==> src/rtl/fir_pkg.sv <==
// rtl/fir_pkg.sv - shared widths, FSM states and Q1.15 round/saturate helper for the FIR MAC engine
package fir_pkg;

  localparam int DATA_WIDTH = 16;
  localparam int IDX_WIDTH  = 7;
  // Widest accumulator any legal tap count can need (128 taps)
  localparam int ACC_MAX    = 2 * DATA_WIDTH + IDX_WIDTH;

  typedef enum logic [1:0] {IDLE, MAC, DRAIN, OUT} fir_state_e;

  // Full-precision products plus enough guard bits to sum n_taps of them
  function automatic int acc_width(input int n_taps);
    return 2 * DATA_WIDTH + $clog2(n_taps);
  endfunction

  // Round half up at the Q1.15 point, then clamp to the signed 16-bit range
  function automatic logic [DATA_WIDTH-1:0] sat_round_q15(input logic signed [ACC_MAX-1:0] acc);
    logic signed [ACC_MAX:0] sum;
    logic signed [ACC_MAX:0] hi;
    logic signed [ACC_MAX:0] lo;
    hi  = (ACC_MAX+1)'(2 ** (DATA_WIDTH - 1) - 1);
    lo  = ~hi;
    sum = (ACC_MAX+1)'(acc) + (ACC_MAX+1)'(2 ** (DATA_WIDTH - 2));
    sum = sum >>> (DATA_WIDTH - 1);
    if (sum > hi) begin
      return {1'b0, {(DATA_WIDTH-1){1'b1}}};
    end else if (sum < lo) begin
      return {1'b1, {(DATA_WIDTH-1){1'b0}}};
    end
    return sum[DATA_WIDTH-1:0];
  endfunction

endpackage

==> src/rtl/fir_mac_engine_if.sv <==
// rtl/fir_mac_engine_if.sv - sample stream, tap ROM port and result stream of the FIR MAC engine
interface fir_mac_engine_if;
  import fir_pkg::*;

  logic [DATA_WIDTH-1:0] i_sample;
  logic                  i_valid;
  logic                  o_ready;
  logic [IDX_WIDTH-1:0]  o_idx;
  logic [DATA_WIDTH-1:0] i_tap;
  logic [DATA_WIDTH-1:0] o_result;
  logic                  o_valid;
  logic                  i_ready;

  // Engine side
  modport slave (
    input  i_sample, i_valid, i_tap, i_ready,
    output o_ready, o_idx, o_result, o_valid
  );

  // Source, ROM and sink side
  modport master (
    output i_sample, i_valid, i_tap, i_ready,
    input  o_ready, o_idx, o_result, o_valid
  );

endinterface

==> src/rtl/fir_sample_ring.sv <==
// rtl/fir_sample_ring.sv - delay line of the last N_TAPS samples with registered read k back from newest
module fir_sample_ring #(
  parameter int N_TAPS     = 16,
  parameter int DATA_WIDTH = 16,
  parameter int PTR_W      = (N_TAPS > 1) ? $clog2(N_TAPS) : 1
) (
  input  logic                  clk,
  input  logic                  rst,
  input  logic                  wr_en,
  input  logic [DATA_WIDTH-1:0] wr_data,
  input  logic                  rd_en,
  input  logic [PTR_W-1:0]      rd_off,
  output logic [DATA_WIDTH-1:0] rd_data
);

  localparam logic [PTR_W:0]   N_EXT = (PTR_W+1)'(N_TAPS);
  localparam logic [PTR_W-1:0] LAST  = PTR_W'(N_TAPS - 1);

  logic [DATA_WIDTH-1:0] mem [N_TAPS];
  logic [PTR_W-1:0]      wr_ptr;
  logic [PTR_W:0]        rd_sum;
  logic [PTR_W-1:0]      rd_addr;

  // newest - k modulo N_TAPS; newest sits one behind wr_ptr, bias by N to stay non-negative
  always_comb begin
    rd_sum = {1'b0, wr_ptr} + N_EXT - (PTR_W+1)'(1) - {1'b0, rd_off};
    if (rd_sum >= N_EXT) begin
      rd_sum = rd_sum - N_EXT;
    end
    rd_addr = rd_sum[PTR_W-1:0];
  end

  // Sample storage, wrapping write pointer and read register; reset zeroes history
  always_ff @(posedge clk or posedge rst) begin
    if (rst) begin
      for (int i = 0; i < N_TAPS; i++) begin
        mem[i] <= '0;
      end
      wr_ptr  <= '0;
      rd_data <= '0;
    end else begin
      if (wr_en) begin
        mem[wr_ptr] <= wr_data;
        wr_ptr      <= (wr_ptr == LAST) ? '0 : wr_ptr + PTR_W'(1);
      end
      if (rd_en) begin
        rd_data <= mem[rd_addr];
      end
    end
  end

endmodule

==> src/rtl/fir_mac_engine.sv <==
// rtl/fir_mac_engine.sv - sequential MAC FIR core: one sample in, N_TAPS ROM-driven MACs, one Q1.15 result out
module fir_mac_engine
  import fir_pkg::*;
#(
  parameter int N_TAPS = 16
) (
  input  logic           i_clk,
  input  logic           i_rst,
  fir_mac_engine_if.slave bus
);

  localparam int ACC_WIDTH = acc_width(N_TAPS);
  localparam int PTR_W     = (N_TAPS > 1) ? $clog2(N_TAPS) : 1;
  localparam logic [IDX_WIDTH-1:0] K_LAST = IDX_WIDTH'(N_TAPS - 1);

  fir_state_e                   state;
  fir_state_e                   state_next;
  logic                         run_q;
  logic                         accept;
  logic [IDX_WIDTH-1:0]         k;
  logic                         mac_q;
  logic [DATA_WIDTH-1:0]        dsample;
  logic signed [2*DATA_WIDTH-1:0] product;
  logic signed [ACC_WIDTH-1:0]  acc;
  logic signed [ACC_WIDTH-1:0]  acc_next;
  logic [DATA_WIDTH-1:0]        result_q;

  // Handshake only once out of reset and idle; run_q holds o_ready low the first cycle
  assign accept = (state == IDLE) && run_q && bus.i_valid;

  fir_sample_ring #(
    .N_TAPS     (N_TAPS),
    .DATA_WIDTH (DATA_WIDTH),
    .PTR_W      (PTR_W)
  ) u_ring (
    .clk     (i_clk),
    .rst     (i_rst),
    .wr_en   (accept),
    .wr_data (bus.i_sample),
    .rd_en   (state == MAC),
    .rd_off  (k[PTR_W-1:0]),
    .rd_data (dsample)
  );

  // Tap and delayed sample both arrive one cycle after the index was issued
  assign product  = $signed(bus.i_tap) * $signed(dsample);
  assign acc_next = acc + (mac_q ? ACC_WIDTH'(product) : '0);
  assign bus.o_result = result_q;

  // FSM state register
  always_ff @(posedge i_clk or posedge i_rst) begin
    if (i_rst) begin
      state <= IDLE;
    end else begin
      state <= state_next;
    end
  end

  // Next-state and handshake/index outputs
  always_comb begin
    state_next  = state;
    bus.o_ready = 1'b0;
    bus.o_valid = 1'b0;
    bus.o_idx   = '0;
    unique case (state)
      IDLE: begin
        bus.o_ready = run_q;
        if (accept) begin
          state_next = MAC;
        end
      end
      MAC: begin
        bus.o_idx = k;
        if (k == K_LAST) begin
          state_next = DRAIN;
        end
      end
      DRAIN: begin
        state_next = OUT;
      end
      OUT: begin
        bus.o_valid = 1'b1;
        if (bus.i_ready) begin
          state_next = IDLE;
        end
      end
      default: begin
        state_next = IDLE;
      end
    endcase
  end

  // Tap counter, product-valid pipe, accumulator and result register
  always_ff @(posedge i_clk or posedge i_rst) begin
    if (i_rst) begin
      run_q    <= 1'b0;
      k        <= '0;
      mac_q    <= 1'b0;
      acc      <= '0;
      result_q <= '0;
    end else begin
      run_q <= 1'b1;
      mac_q <= (state == MAC);
      if (accept) begin
        k   <= '0;
        acc <= '0;
      end else begin
        acc <= acc_next;
        if (state == MAC) begin
          k <= k + IDX_WIDTH'(1);
        end
      end
      if (state == DRAIN) begin
        result_q <= sat_round_q15(ACC_MAX'(acc_next));
      end
    end
  end

endmodule

==> src/flat_wrapper.sv <==
// flat-port wrapper written by rule: the top's interface ports become plain ports
module fir_mac_engine_flat import fir_pkg::*;
#(
  parameter int N_TAPS = 16
)
  (i_clk, i_rst, bus_i_sample, bus_i_valid, bus_i_tap, bus_i_ready, bus_o_ready, bus_o_idx, bus_o_result, bus_o_valid);
  fir_mac_engine_if bus_i ();
  input  logic i_clk;
  input  logic i_rst;
  input wire logic [$bits(bus_i.i_sample)-1:0] bus_i_sample;
  input wire logic [$bits(bus_i.i_valid)-1:0] bus_i_valid;
  input wire logic [$bits(bus_i.i_tap)-1:0] bus_i_tap;
  input wire logic [$bits(bus_i.i_ready)-1:0] bus_i_ready;
  output wire logic [$bits(bus_i.o_ready)-1:0] bus_o_ready;
  output wire logic [$bits(bus_i.o_idx)-1:0] bus_o_idx;
  output wire logic [$bits(bus_i.o_result)-1:0] bus_o_result;
  output wire logic [$bits(bus_i.o_valid)-1:0] bus_o_valid;
  assign bus_i.i_sample = bus_i_sample;
  assign bus_i.i_valid = bus_i_valid;
  assign bus_i.i_tap = bus_i_tap;
  assign bus_i.i_ready = bus_i_ready;
  assign bus_o_ready = bus_i.o_ready;
  assign bus_o_idx = bus_i.o_idx;
  assign bus_o_result = bus_i.o_result;
  assign bus_o_valid = bus_i.o_valid;
  fir_mac_engine #(.N_TAPS(N_TAPS)) u_core (.i_clk(i_clk), .i_rst(i_rst), .bus(bus_i));
endmodule
==> config.mk <==
export PLATFORM = sky130hd
export DESIGN_NAME = fir_mac_engine_flat
export DESIGN_NICKNAME = d
export VERILOG_FILES = /design/src/rtl/fir_pkg.sv /design/src/rtl/fir_mac_engine_if.sv /design/src/rtl/fir_sample_ring.sv /design/src/rtl/fir_mac_engine.sv /design/src/flat_wrapper.sv
export SDC_FILE = /design/constraint.sdc
export NUM_CORES = 1
export LEC_CHECK = 0
export CAP_MARGIN = 5
export CORE_ASPECT_RATIO = 1.1
export CORE_MARGIN = 2
export CORE_UTILIZATION = 64
export CTS_BUF_LIST = sky130_fd_sc_hd__clkbuf_8
export DETAILED_ROUTE_END_ITERATION = 8
export GPL_TIMING_DRIVEN = 0
export PLACE_DENSITY = 0.83
export SLEW_MARGIN = 20
export SYNTH_ARGS = -nofsm -noshare
export SYNTH_HDL_FRONTEND = slang
export SYNTH_SLANG_ARGS = --single-unit
==> constraint.sdc <==
create_clock -name i_clk -period 13.8 [get_ports i_clk]
set_input_delay 1.38 -clock i_clk [delete_from_list [all_inputs] [get_ports i_clk]]
set_output_delay 1.38 -clock i_clk [all_outputs]
set_load 0.02 [all_outputs]
==> metrics.txt <==
run status complete, no violations; CTS Hold Buffers Added 0; Num Clock Sinks 339; CTS-repair resized insts 0; fin worst setup slack 1980 ps; Top FF cell, synth dfrtp_1; row count 79; Worst Path Arrival 12320 ps; Syn. warnings 0; most frequent cells in the layout 355 x inv_1, 339 x dfrtp_1, 273 x mux2_2, 264 x fa_1, 215 x nand2_1; worst reg-to-reg path cell count 36; non-filler cells, final 3222; min Tclk post-route 11820 ps; WL/cell 22.3 um; IO Count 61; count of different cell masters after synthesis 89; Initial Utilization 64.8%; ANT cells 0; full die area roughly 45000 sq um; P&R area growth vs syn 8.72%; CTS tree built; Final Net Count around 3100; fin. max-slew vios 0; Post-synth ARST share between 90% and 100%; post-detail-place hpwl 54600 um; initial antenna violation count 0; Num CTS Buffers 49; Synth Cell Area 27400 sq um; layout cell share with drive strength beyond 1 17.1%; gr ovfl total 0; Clock transition at path regs 60 ps; vias in the first global route 21500; Max Cap Violations 0; largest net degree at the start of global routing 109; FMAX 84.6 MHz; Worst Tran Pin Value 1130 ps; register bit total from synthesis around 340; routed vias/inst 6.11; die width 201 um; CP peak stage delay 760 ps; number of synthesized flops with an enable pin 0; Worst Hold Depth 1; Detailed Routing Iterations Pass 1 5; cells after synthesis 2505; worst hold path type flop to flop; RSZ-0062 raised after global routing no; Total Neg Setup Slack 0 ps; Synth Area per Inst 11.0 sq um; worst skew pair latency around 610 ps; Worst Path Class, Setup input port to flop; drt drc 0; global-route wire length before repair 115000 um; fin crit share 85.6%; CP Launch Type input port; clk buf depth 3; chip height 221 um; setup repair bufs after CTS 0; H-tree depth 2; input/output buffers 60; most common cell after layout, fill and taps aside inv_1; antenna viol nets, final 0; Core Region 42300 sq um; 1st-iter DRT viols 1485; slowest cell on the critical path clkdlybuf4s50_1; GP Congestion 0.997; Total GRT Usage 33.3%; Post-Route WL 71700 um; Final Hold Viols 0; CP Data Required Time 14310 ps; Final setup violation count 0; vias post-DR 19700; Final Skew just under 30 ps; register area share after synthesis a little under a third; dpl ws 1730 ps; CP dominant cell by count fa_1; CP max FO 10; Root Buffer clkbuf_8; Syn Nets 2936; critical path endpoint category flop; Slew HR 24.3%; placed cell count roughly 3100
==> cells by family (layout without fill, tap and decap cells) <==
kind of cell,Yosys count,in the layout,synth area share [%]
AOI/OAI and AO/OA,267,267,7.01
xor gates and xnor gates,76,76,2.45
adders and majority gates,395,395,25.2
buffers and inverters,463,613,6.40
DFF,339,339,30.9
muxes,340,340,16.6
other,1,1,0.0137
and+or+nand+nor,624,624,11.4
==> Yosys cell counts, types with 4 or more instances <==
| master | count | area (sq um) |
|---|---|---|
| buf_2 | 8 | 40.0 |
| ha_1 | 131 | 1640 |
| nor3_1 | 23 | 115 |
| nand2b_1 | 18 | 113 |
| o221ai_1 | 5 | 43.8 |
| nor2b_1 | 7 | 43.8 |
| and4_1 | 4 | 35.0 |
| nand3_1 | 21 | 105 |
| o21ai_1 | 6 | 30.0 |
| clkbuf_1 | 104 | 390 |
| or3_1 | 5 | 31.3 |
| a22o_1 | 4 | 35.0 |
| xnor2_1 | 46 | 403 |
| o211ai_1 | 12 | 90.1 |
| mux2_2 | 273 | 3070 |
| a31oi_1 | 25 | 156 |
| a211oi_1 | 23 | 173 |
| and2_1 | 157 | 982 |
| mux4_2 | 64 | 1440 |
| nor4_1 | 8 | 50.1 |
| a21oi_1 | 52 | 260 |
| nor2_1 | 118 | 443 |
| dfrtp_1 | 339 | 8480 |
| nor3b_1 | 5 | 37.5 |
| o22ai_1 | 8 | 50.1 |
| and3_1 | 8 | 50.1 |
| o21bai_1 | 5 | 37.5 |
| a21o_1 | 33 | 248 |
| o2111ai_1 | 4 | 35.0 |
| o21ai_0 | 35 | 175 |
| buf_1 | 7 | 26.3 |
| xor2_1 | 29 | 254 |
| o21a_1 | 7 | 52.6 |
| fa_1 | 264 | 5290 |
| nand2_1 | 215 | 807 |
| inv_1 | 342 | 1280 |
| nand4_1 | 11 | 68.8 |
==> path summary, 6_finish.rpt <==
check | start | end | slack [ps]
max | bus_i_tap[6] | u_core.bus.o_result[11] | 1980
min | u_core.bus.o_result[15] | u_core.bus.o_result[15] | 500
max in group asynchronous | i_rst | u_core.acc[20] | 10920
min in group asynchronous | i_rst | u_core.u_ring.mem[173] | 1140
max reg2reg | u_core.u_ring.rd_data[8] | u_core.bus.o_result[11] | 2770
min reg2reg | u_core.bus.o_result[15] | u_core.bus.o_result[15] | 500
==> layout make-up <==
| cell class | instances | area, sq um |
|---|---|---|
| flip-flops and latches | 339 | 8480 |
| multi-input cells | 1703 | 17200 |
| clock inverters | 27 | 156 |
| plain buffers | 120 | 469 |
| well taps | 567 | 709 |
| inverters | 343 | 1290 |
| clock buffers | 60 | 826 |
| repair buffers | 63 | 683 |
| fillers | 3048 | 12500 |
==> critical path, delay by kind of cell <==
family | cells | cell delay, ps
adders and majority gates | 8 | 4030
AOI/OAI and AO/OA | 15 | 3580
buffers and inverters | 8 | 1930
and+or+nand+nor | 5 | 1390
==> sequential cells by signal, summed over array words and instances, names as in the netlist <==
| name | flops |
|---|---|
| u_core.u_ring.mem | 256 |
| u_core.acc | 36 |
| u_core.bus.o_result | 16 |
| u_core.u_ring.rd_data | 16 |
| u_core.k | 7 |
| u_core.u_ring.wr_ptr | 4 |
| u_core.state | 2 |
| u_core.mac_q | 1 |
| u_core.run_q | 1 |
==> layer usage <==
layer	vias up	part of all wire [%]	global-route usage, %
li1	8573	-	-
met1	10000	37	40.5
met2	848	51	57.7
met3	245	7.0	5.66
met4	0	5.0	16.4
met5	-	0	0
==> through the flow <==
stage	area (sq um)	util (%)	hold WS [ps]
2_1_floorplan	27400	-	474
3_3_place_gp	28700	67.9	482
3_5_place_dp	28800	68.2	489
4_1_cts	29800	70.5	504
5_1_grt	29800	70.5	515
6_report	29800	70.5	502
Power is left out: the tool's default activity adds up to more than one toggle a clock period on the data nets, which glitch-free logic cannot reach.
